<file path="src/rtl/midi_msg_parser_if.sv">
// MIDI parser bus: received-byte strobe in, parsed command strobes and parameters out.
// The master side feeds bytes, and the slave side (the parser) drives the results.
// The bus has no backpressure, so a byte may be offered on every cycle.
interface midi_msg_parser_if;
  logic       byte_valid;
  logic [7:0] midi_byte;
  logic [7:0] ictrl;
  logic [7:0] ictrl_data;
  logic [3:0] msg_ch;
  logic       note_on;
  logic       note_off;
  logic       cc_cmd;
  logic       prog_cmd;
  logic       pitch_cmd;
  logic [7:0] err_cnt;

  modport master (
    output byte_valid, midi_byte,
    input  ictrl, ictrl_data, msg_ch, note_on, note_off, cc_cmd, prog_cmd, pitch_cmd, err_cnt
  );

  modport slave (
    input  byte_valid, midi_byte,
    output ictrl, ictrl_data, msg_ch, note_on, note_off, cc_cmd, prog_cmd, pitch_cmd, err_cnt
  );
endinterface

</file>
<file path="src/rtl/midi_msg_parser.sv">
// MIDI channel-message parser: status/running-status tracking, one-cycle command strobes.
// Latency: strobe and parameters are registered, one cycle after the final data byte is sampled.
// No backpressure, so a byte is accepted every cycle; define MIDI_OMNI_EN to accept all 16 channels.
module midi_msg_parser #(
  parameter int CHANNEL = 0
) (
  input  logic           CLOCK_50,
  input  logic           reset_data_N,
  midi_msg_parser_if.slave midi
);

  localparam logic [1:0] IDLE  = 2'd0;
  localparam logic [1:0] DATA1 = 2'd1;
  localparam logic [1:0] DATA2 = 2'd2;
  localparam logic [1:0] SYSEX = 2'd3;

`ifndef MIDI_OMNI_EN
  localparam logic [3:0] CH_SEL = CHANNEL[3:0];
`endif

  logic [1:0] state, state_nxt;
  logic [7:0] run_status, run_status_nxt;
  logic       rs_valid, rs_valid_nxt;
  logic [6:0] d1, d1_nxt;

  logic       msg_done;
  logic [6:0] done_d1, done_d2;
  logic       orphan;

  logic       is_rt, is_sys, is_status, one_byte, ch_ok;
  logic       on_nxt, off_nxt, cc_nxt, prog_nxt, pitch_nxt, any_stb;

  // Byte classification and message length of the current running status.
  always_comb begin
    is_rt     = midi.midi_byte[7:3] == 5'b11111;
    is_sys    = midi.midi_byte[7:4] == 4'hF;
    is_status = midi.midi_byte[7];
    // 0xCn and 0xDn carry a single data byte.
    one_byte  = run_status[7:5] == 3'b110;
  end

  // Parser next state: status handling, data collection, message completion, orphan detection.
  always_comb begin
    state_nxt      = state;
    run_status_nxt = run_status;
    rs_valid_nxt   = rs_valid;
    d1_nxt         = d1;
    msg_done       = 1'b0;
    done_d1        = d1;
    done_d2        = 7'd0;
    orphan         = 1'b0;
    if (midi.byte_valid && !is_rt) begin
      if (midi.midi_byte == 8'hF0) begin
        state_nxt    = SYSEX;
        rs_valid_nxt = 1'b0;
      end else if (is_sys) begin
        // F1..F7 (including EOX, stray or not) cancel running status.
        state_nxt    = IDLE;
        rs_valid_nxt = 1'b0;
      end else if (is_status) begin
        run_status_nxt = midi.midi_byte;
        rs_valid_nxt   = 1'b1;
        state_nxt      = DATA1;
      end else begin
        case (state)
          SYSEX: ;
          DATA2: begin
            msg_done  = 1'b1;
            done_d1   = d1;
            done_d2   = midi.midi_byte[6:0];
            state_nxt = IDLE;
          end
          default: begin
            // DATA1 always has a valid status; IDLE needs running status.
            if (state == DATA1 || rs_valid) begin
              d1_nxt = midi.midi_byte[6:0];
              if (one_byte) begin
                msg_done  = 1'b1;
                done_d1   = midi.midi_byte[6:0];
                state_nxt = IDLE;
              end else begin
                state_nxt = DATA2;
              end
            end else begin
              orphan = 1'b1;
            end
          end
        endcase
      end
    end
  end

  // Command decode of a completed message, gated by the channel filter.
  always_comb begin
`ifdef MIDI_OMNI_EN
    ch_ok = 1'b1;
`else
    ch_ok = run_status[3:0] == CH_SEL;
`endif
    on_nxt    = 1'b0;
    off_nxt   = 1'b0;
    cc_nxt    = 1'b0;
    prog_nxt  = 1'b0;
    pitch_nxt = 1'b0;
    if (msg_done && ch_ok) begin
      case (run_status[7:4])
        4'h8: off_nxt   = 1'b1;
        4'h9: begin
          on_nxt  = done_d2 != 7'd0;
          off_nxt = done_d2 == 7'd0;
        end
        4'hB: cc_nxt    = 1'b1;
        4'hC: prog_nxt  = 1'b1;
        4'hE: pitch_nxt = 1'b1;
        default: ;
      endcase
    end
    any_stb = on_nxt | off_nxt | cc_nxt | prog_nxt | pitch_nxt;
  end

  // Parser state registers.
  always_ff @(posedge CLOCK_50 or negedge reset_data_N) begin
    if (!reset_data_N) begin
      state      <= IDLE;
      run_status <= 8'h00;
      rs_valid   <= 1'b0;
      d1         <= 7'd0;
    end else begin
      state      <= state_nxt;
      run_status <= run_status_nxt;
      rs_valid   <= rs_valid_nxt;
      d1         <= d1_nxt;
    end
  end

  // Registered strobes and held parameters; parameters move only with a strobe.
  always_ff @(posedge CLOCK_50 or negedge reset_data_N) begin
    if (!reset_data_N) begin
      midi.note_on    <= 1'b0;
      midi.note_off   <= 1'b0;
      midi.cc_cmd     <= 1'b0;
      midi.prog_cmd   <= 1'b0;
      midi.pitch_cmd  <= 1'b0;
      midi.ictrl      <= 8'h00;
      midi.ictrl_data <= 8'h00;
      midi.msg_ch     <= 4'h0;
    end else begin
      midi.note_on   <= on_nxt;
      midi.note_off  <= off_nxt;
      midi.cc_cmd    <= cc_nxt;
      midi.prog_cmd  <= prog_nxt;
      midi.pitch_cmd <= pitch_nxt;
      if (any_stb) begin
        midi.ictrl      <= {1'b0, done_d1};
        midi.ictrl_data <= {1'b0, done_d2};
        midi.msg_ch     <= run_status[3:0];
      end
    end
  end

  // Saturating orphan counter.
  always_ff @(posedge CLOCK_50 or negedge reset_data_N) begin
    if (!reset_data_N) begin
      midi.err_cnt <= 8'h00;
    end else if (orphan && midi.err_cnt != 8'hFF) begin
      midi.err_cnt <= midi.err_cnt + 8'd1;
    end
  end

endmodule

</file>
<file path="src/flat_wrapper.sv">
// flat-port wrapper written by rule: the top's interface ports become plain ports
module midi_msg_parser_flat 
#(
  parameter int CHANNEL = 0
)
  (CLOCK_50, reset_data_N, midi_byte_valid, midi_midi_byte, midi_ictrl, midi_ictrl_data, midi_msg_ch, midi_note_on, midi_note_off, midi_cc_cmd, midi_prog_cmd, midi_pitch_cmd, midi_err_cnt);
  midi_msg_parser_if midi_i ();
  input  logic CLOCK_50;
  input  logic reset_data_N;
  input wire logic [$bits(midi_i.byte_valid)-1:0] midi_byte_valid;
  input wire logic [$bits(midi_i.midi_byte)-1:0] midi_midi_byte;
  output wire logic [$bits(midi_i.ictrl)-1:0] midi_ictrl;
  output wire logic [$bits(midi_i.ictrl_data)-1:0] midi_ictrl_data;
  output wire logic [$bits(midi_i.msg_ch)-1:0] midi_msg_ch;
  output wire logic [$bits(midi_i.note_on)-1:0] midi_note_on;
  output wire logic [$bits(midi_i.note_off)-1:0] midi_note_off;
  output wire logic [$bits(midi_i.cc_cmd)-1:0] midi_cc_cmd;
  output wire logic [$bits(midi_i.prog_cmd)-1:0] midi_prog_cmd;
  output wire logic [$bits(midi_i.pitch_cmd)-1:0] midi_pitch_cmd;
  output wire logic [$bits(midi_i.err_cnt)-1:0] midi_err_cnt;
  assign midi_i.byte_valid = midi_byte_valid;
  assign midi_i.midi_byte = midi_midi_byte;
  assign midi_ictrl = midi_i.ictrl;
  assign midi_ictrl_data = midi_i.ictrl_data;
  assign midi_msg_ch = midi_i.msg_ch;
  assign midi_note_on = midi_i.note_on;
  assign midi_note_off = midi_i.note_off;
  assign midi_cc_cmd = midi_i.cc_cmd;
  assign midi_prog_cmd = midi_i.prog_cmd;
  assign midi_pitch_cmd = midi_i.pitch_cmd;
  assign midi_err_cnt = midi_i.err_cnt;
  midi_msg_parser #(.CHANNEL(CHANNEL)) u_core (.CLOCK_50(CLOCK_50), .reset_data_N(reset_data_N), .midi(midi_i));
endmodule
</file>
<file path="config.mk">
export PLATFORM = sky130hd
export DESIGN_NAME = midi_msg_parser_flat
export DESIGN_NICKNAME = d
export VERILOG_FILES = /design/src/rtl/midi_msg_parser_if.sv /design/src/rtl/midi_msg_parser.sv /design/src/flat_wrapper.sv
export SDC_FILE = /design/constraint.sdc
export NUM_CORES = 1
export LEC_CHECK = 0
export BUFFER_PORTS_ARGS = -buffer_cell sky130_fd_sc_hd__buf_2
export CAP_MARGIN = 15
export CORE_AREA = 2 2 70 72
export CTS_CLUSTER_SIZE = 24
export DETAILED_ROUTE_END_ITERATION = 12
export DIE_AREA = 0 0 72 74
export GPL_TIMING_DRIVEN = 0
export PLACE_DENSITY = 0.69
export SLEW_MARGIN = 30
export SYNTH_ARGS = -nofsm -noshare
export SYNTH_HDL_FRONTEND = slang
export SYNTH_SLANG_ARGS = --single-unit
</file>
<file path="constraint.sdc">
create_clock -name CLOCK_50 -period 2.6 [get_ports CLOCK_50]
set_clock_uncertainty 0.05 [all_clocks]
set_input_delay 0.39 -clock CLOCK_50 [delete_from_list [all_inputs] [get_ports CLOCK_50]]
set_output_delay 0.39 -clock CLOCK_50 [all_outputs]
set_load 0.01 [all_outputs]
</file>
==> flow_metrics.env <==
export IMPL_gp_congestion=0.791
export IMPL_syn_instance_count=178
export IMPL_cts_setup_buffers=0
export IMPL_vias_per_cell=5.11
export IMPL_path_buf_inv=2
export IMPL_hp_class="in2async"
export IMPL_cap_violations=0
export IMPL_rsz0062_at_grt="false"
export IMPL_vias=1442
export IMPL_synth_edf_count=0
export IMPL_critPathLaunchType="flop"
export IMPL_async_flop_share=1.00
export IMPL_numPortBuffers=41
export IMPL_hold_buffers=0
export IMPL_dieHeight_um=74
export IMPL_setup_ws_ps=405
export IMPL_drtIter0Drc=65
export IMPL_r2r_cells=6
export IMPL_fp_row_count=25
export IMPL_nFillCells=410
export IMPL_path_delay_family="compound AO/OA/AOI/OAI gates"
export IMPL_hold_viol_final=0
export IMPL_register_area_um2=1230
export IMPL_slowest_stage="a2111oi_4"
export IMPL_area_growth_syn_to_layout_pct=17.1
export IMPL_worstMarginPinSlew_ps=721
export IMPL_design_die_area_um2=5330
export IMPL_synth_ff_type="dfrtp_1"
export IMPL_path_common_cell="buf_6"
export IMPL_crit_path_start="u_core.state[1]"
export IMPL_layout_drive_gt1_share=0.390
export IMPL_crit_arrival_ps=2380
export IMPL_ys_types=37
export IMPL_coreArea_um2=4600
export IMPL_finalCritPeriodShare=0.844
export IMPL_cts_tree="built"
export IMPL_critPathKind="reg2reg"
export IMPL_grt_first_pass_wirelength_mm=6.49
export IMPL_multi_input_area_um2=872
export IMPL_dpl_worst_slack_ps=306
export IMPL_crit_required_ps=2790
export IMPL_netlist_area_um2=2190
export IMPL_clock_root_buffer="clkbuf_8"
export IMPL_dr_pass1_iters=4
export IMPL_avgRoutedWirePerCell_um=14.0
export IMPL_final_setup_tns_ps=0
export IMPL_cp_end_kind="flop"
export IMPL_power_leakage_nw=1.27
export IMPL_synthTopCellsByArea="dfrtp_1, mux2_2, mux2i_1"
export IMPL_grt_remaining_overflow=0
export IMPL_cts_buffer_depth=2
export IMPL_power_density_nw_per_um2=790
export IMPL_diodes=0
export IMPL_hpwl_mm=2.74
export IMPL_post_cts_resized=0
export IMPL_ir_drop_mv=0.419
export IMPL_grt_max_degree=50
export IMPL_reg2reg_to="u_core.midi.ictrl_data[2]"
export IMPL_antenna_found_initial=0
export IMPL_fin_crit_ps=2190
export IMPL_drc=0
export IMPL_finalMaxSlewViolations=0
export IMPL_avgSynthCellArea_um2=12.3
export IMPL_status="complete, no violations"
export IMPL_reg2reg_from="u_core.state[1]"
export IMPL_yosysWarnings=0
export IMPL_grt_use_total=0.163
export IMPL_relSlewSlack=0.519
export IMPL_boundaryPins=44
export IMPL_cts_reportedPaths_clkPinSlew_ps=100
export IMPL_clock_sinks=49
export IMPL_die_w_um=72
export IMPL_ys_ff_latch=49
export IMPL_crit_fanout=10
export IMPL_rrSetupSlack_ps=410
export IMPL_clk_latency_ps=310
export IMPL_fmax_mhz=456
export IMPL_finalSetupViolCount=0
export IMPL_synth_top_area_share=0.559
export IMPL_nets=239
export IMPL_yosys_area_top_type="dfrtp_1"
export IMPL_ys_seq_area_frac=0.559
export IMPL_yosysMostFrequentCell="dfrtp_1"
export IMPL_crit_chain="buf_6 > a211oi_2 > nand4_2 > a2111oi_4 > buf_6 > mux2i_1"
export IMPL_routed_wl_mm=3.95
export IMPL_first_global_vias=1307
export IMPL_final_antenna_net_count=0
export IMPL_h_tree_depth=2
export IMPL_synth_common_cells="dfrtp_1, mux2_2, nand2_1"
export IMPL_start_util=0.477
export IMPL_max_stage_delay_ps=690
export IMPL_numCtsBuffers=5
==> stage by stage <==
stage                util  total power [mW]  instance area [µm²]  cells  hold slack, ps
finish              0.558              2.03                 2570    282            46.5
global route        0.558              2.16                 2570    282            94.6
CTS                 0.558              2.06                 2570    282            58.4
detailed placement  0.537              1.58                 2470    274             402
global placement    0.537              1.56                 2470    274             417
floorplan               -              1.38                 2200    179            44.4
==> report_power, final <==
part           internal [mW]  switching, mW
Combinational          0.270          0.247
Clock                  0.216          0.259
Sequential             0.931          0.107
==> logic make-up (layout without fill, tap and decap cells) <==
logic type / count (synthesis) / in the layout / synth area share
adders and majority gates: 1 / 1 / 0.00571
other: 1 / 2 / 0.00171
AOI/OAI and AO/OA: 13 / 13 / 0.0531
buffers and inverters: 19 / 68 / 0.0445
and+or+nand+nor: 52 / 52 / 0.127
DFF: 49 / 49 / 0.559
muxes: 36 / 36 / 0.181
xor gates and xnor gates: 7 / 7 / 0.0280
==> state kept, by name, summed over array words and instances (netlist names) <==
name,count
u_core.state,2
u_core.rs_valid,1
u_core.run_status,8
u_core.midi.pitch_cmd,1
u_core.midi.ictrl,7
u_core.midi.ictrl_data,7
u_core.midi.err_cnt,8
u_core.d1,7
u_core.midi.prog_cmd,1
u_core.midi.note_off,1
u_core.midi.cc_cmd,1
u_core.midi.msg_ch,4
u_core.midi.note_on,1
==> worst max-delay path by stage <==
stage,to,cells past startpoint,slack (ps)
global placement,u_core.midi.ictrl[0],5,340
floorplan,u_core.midi.ictrl[0],5,640
detailed placement,u_core.midi.ictrl_data[2],6,310
finish,u_core.midi.ictrl_data[2],6,410
CTS,u_core.midi.ictrl_data[2],6,350
global route,u_core.midi.ictrl_data[2],6,250
==> cells in the final DEF, fill, tap and decap left out, types with 6 or more instances in the layout <==
cell | synthesis | routed
buf_2 | 0 | 40
clkbuf_8 | 0 | 6
dfrtp_1 | 49 | 49
inv_1 | 11 | 11
mux2_2 | 29 | 29
mux2i_1 | 7 | 7
nand2_1 | 16 | 16
xor2_1 | 6 | 6
==> cell type report <==
| cell class | count | area share |
|---|---|---|
| Sequential cell | 49 | 0.478 |
| Multi-Input combinational cell | 111 | 0.340 |
| Timing Repair Buffer | 41 | 0.0809 |
| Clock buffer | 6 | 0.0322 |
| Tap cell | 54 | 0.0263 |
| Buffer | 8 | 0.0219 |
| Inverter | 11 | 0.0161 |
| Clock inverter | 2 | 0.00536 |
==> routing by layer <==
metal | track usage | vias up | wire, µm
met1 | 0.231 | 696 | 1990
met2 | 0.234 | 31 | 1720
met4 | 0.0692 | 0 | 70
met3 | 0.0488 | 6 | 161
met5 | 0 | - | 0
li1 | - | 709 | -
No activity file was read; power rests on OpenSTA's default activity.
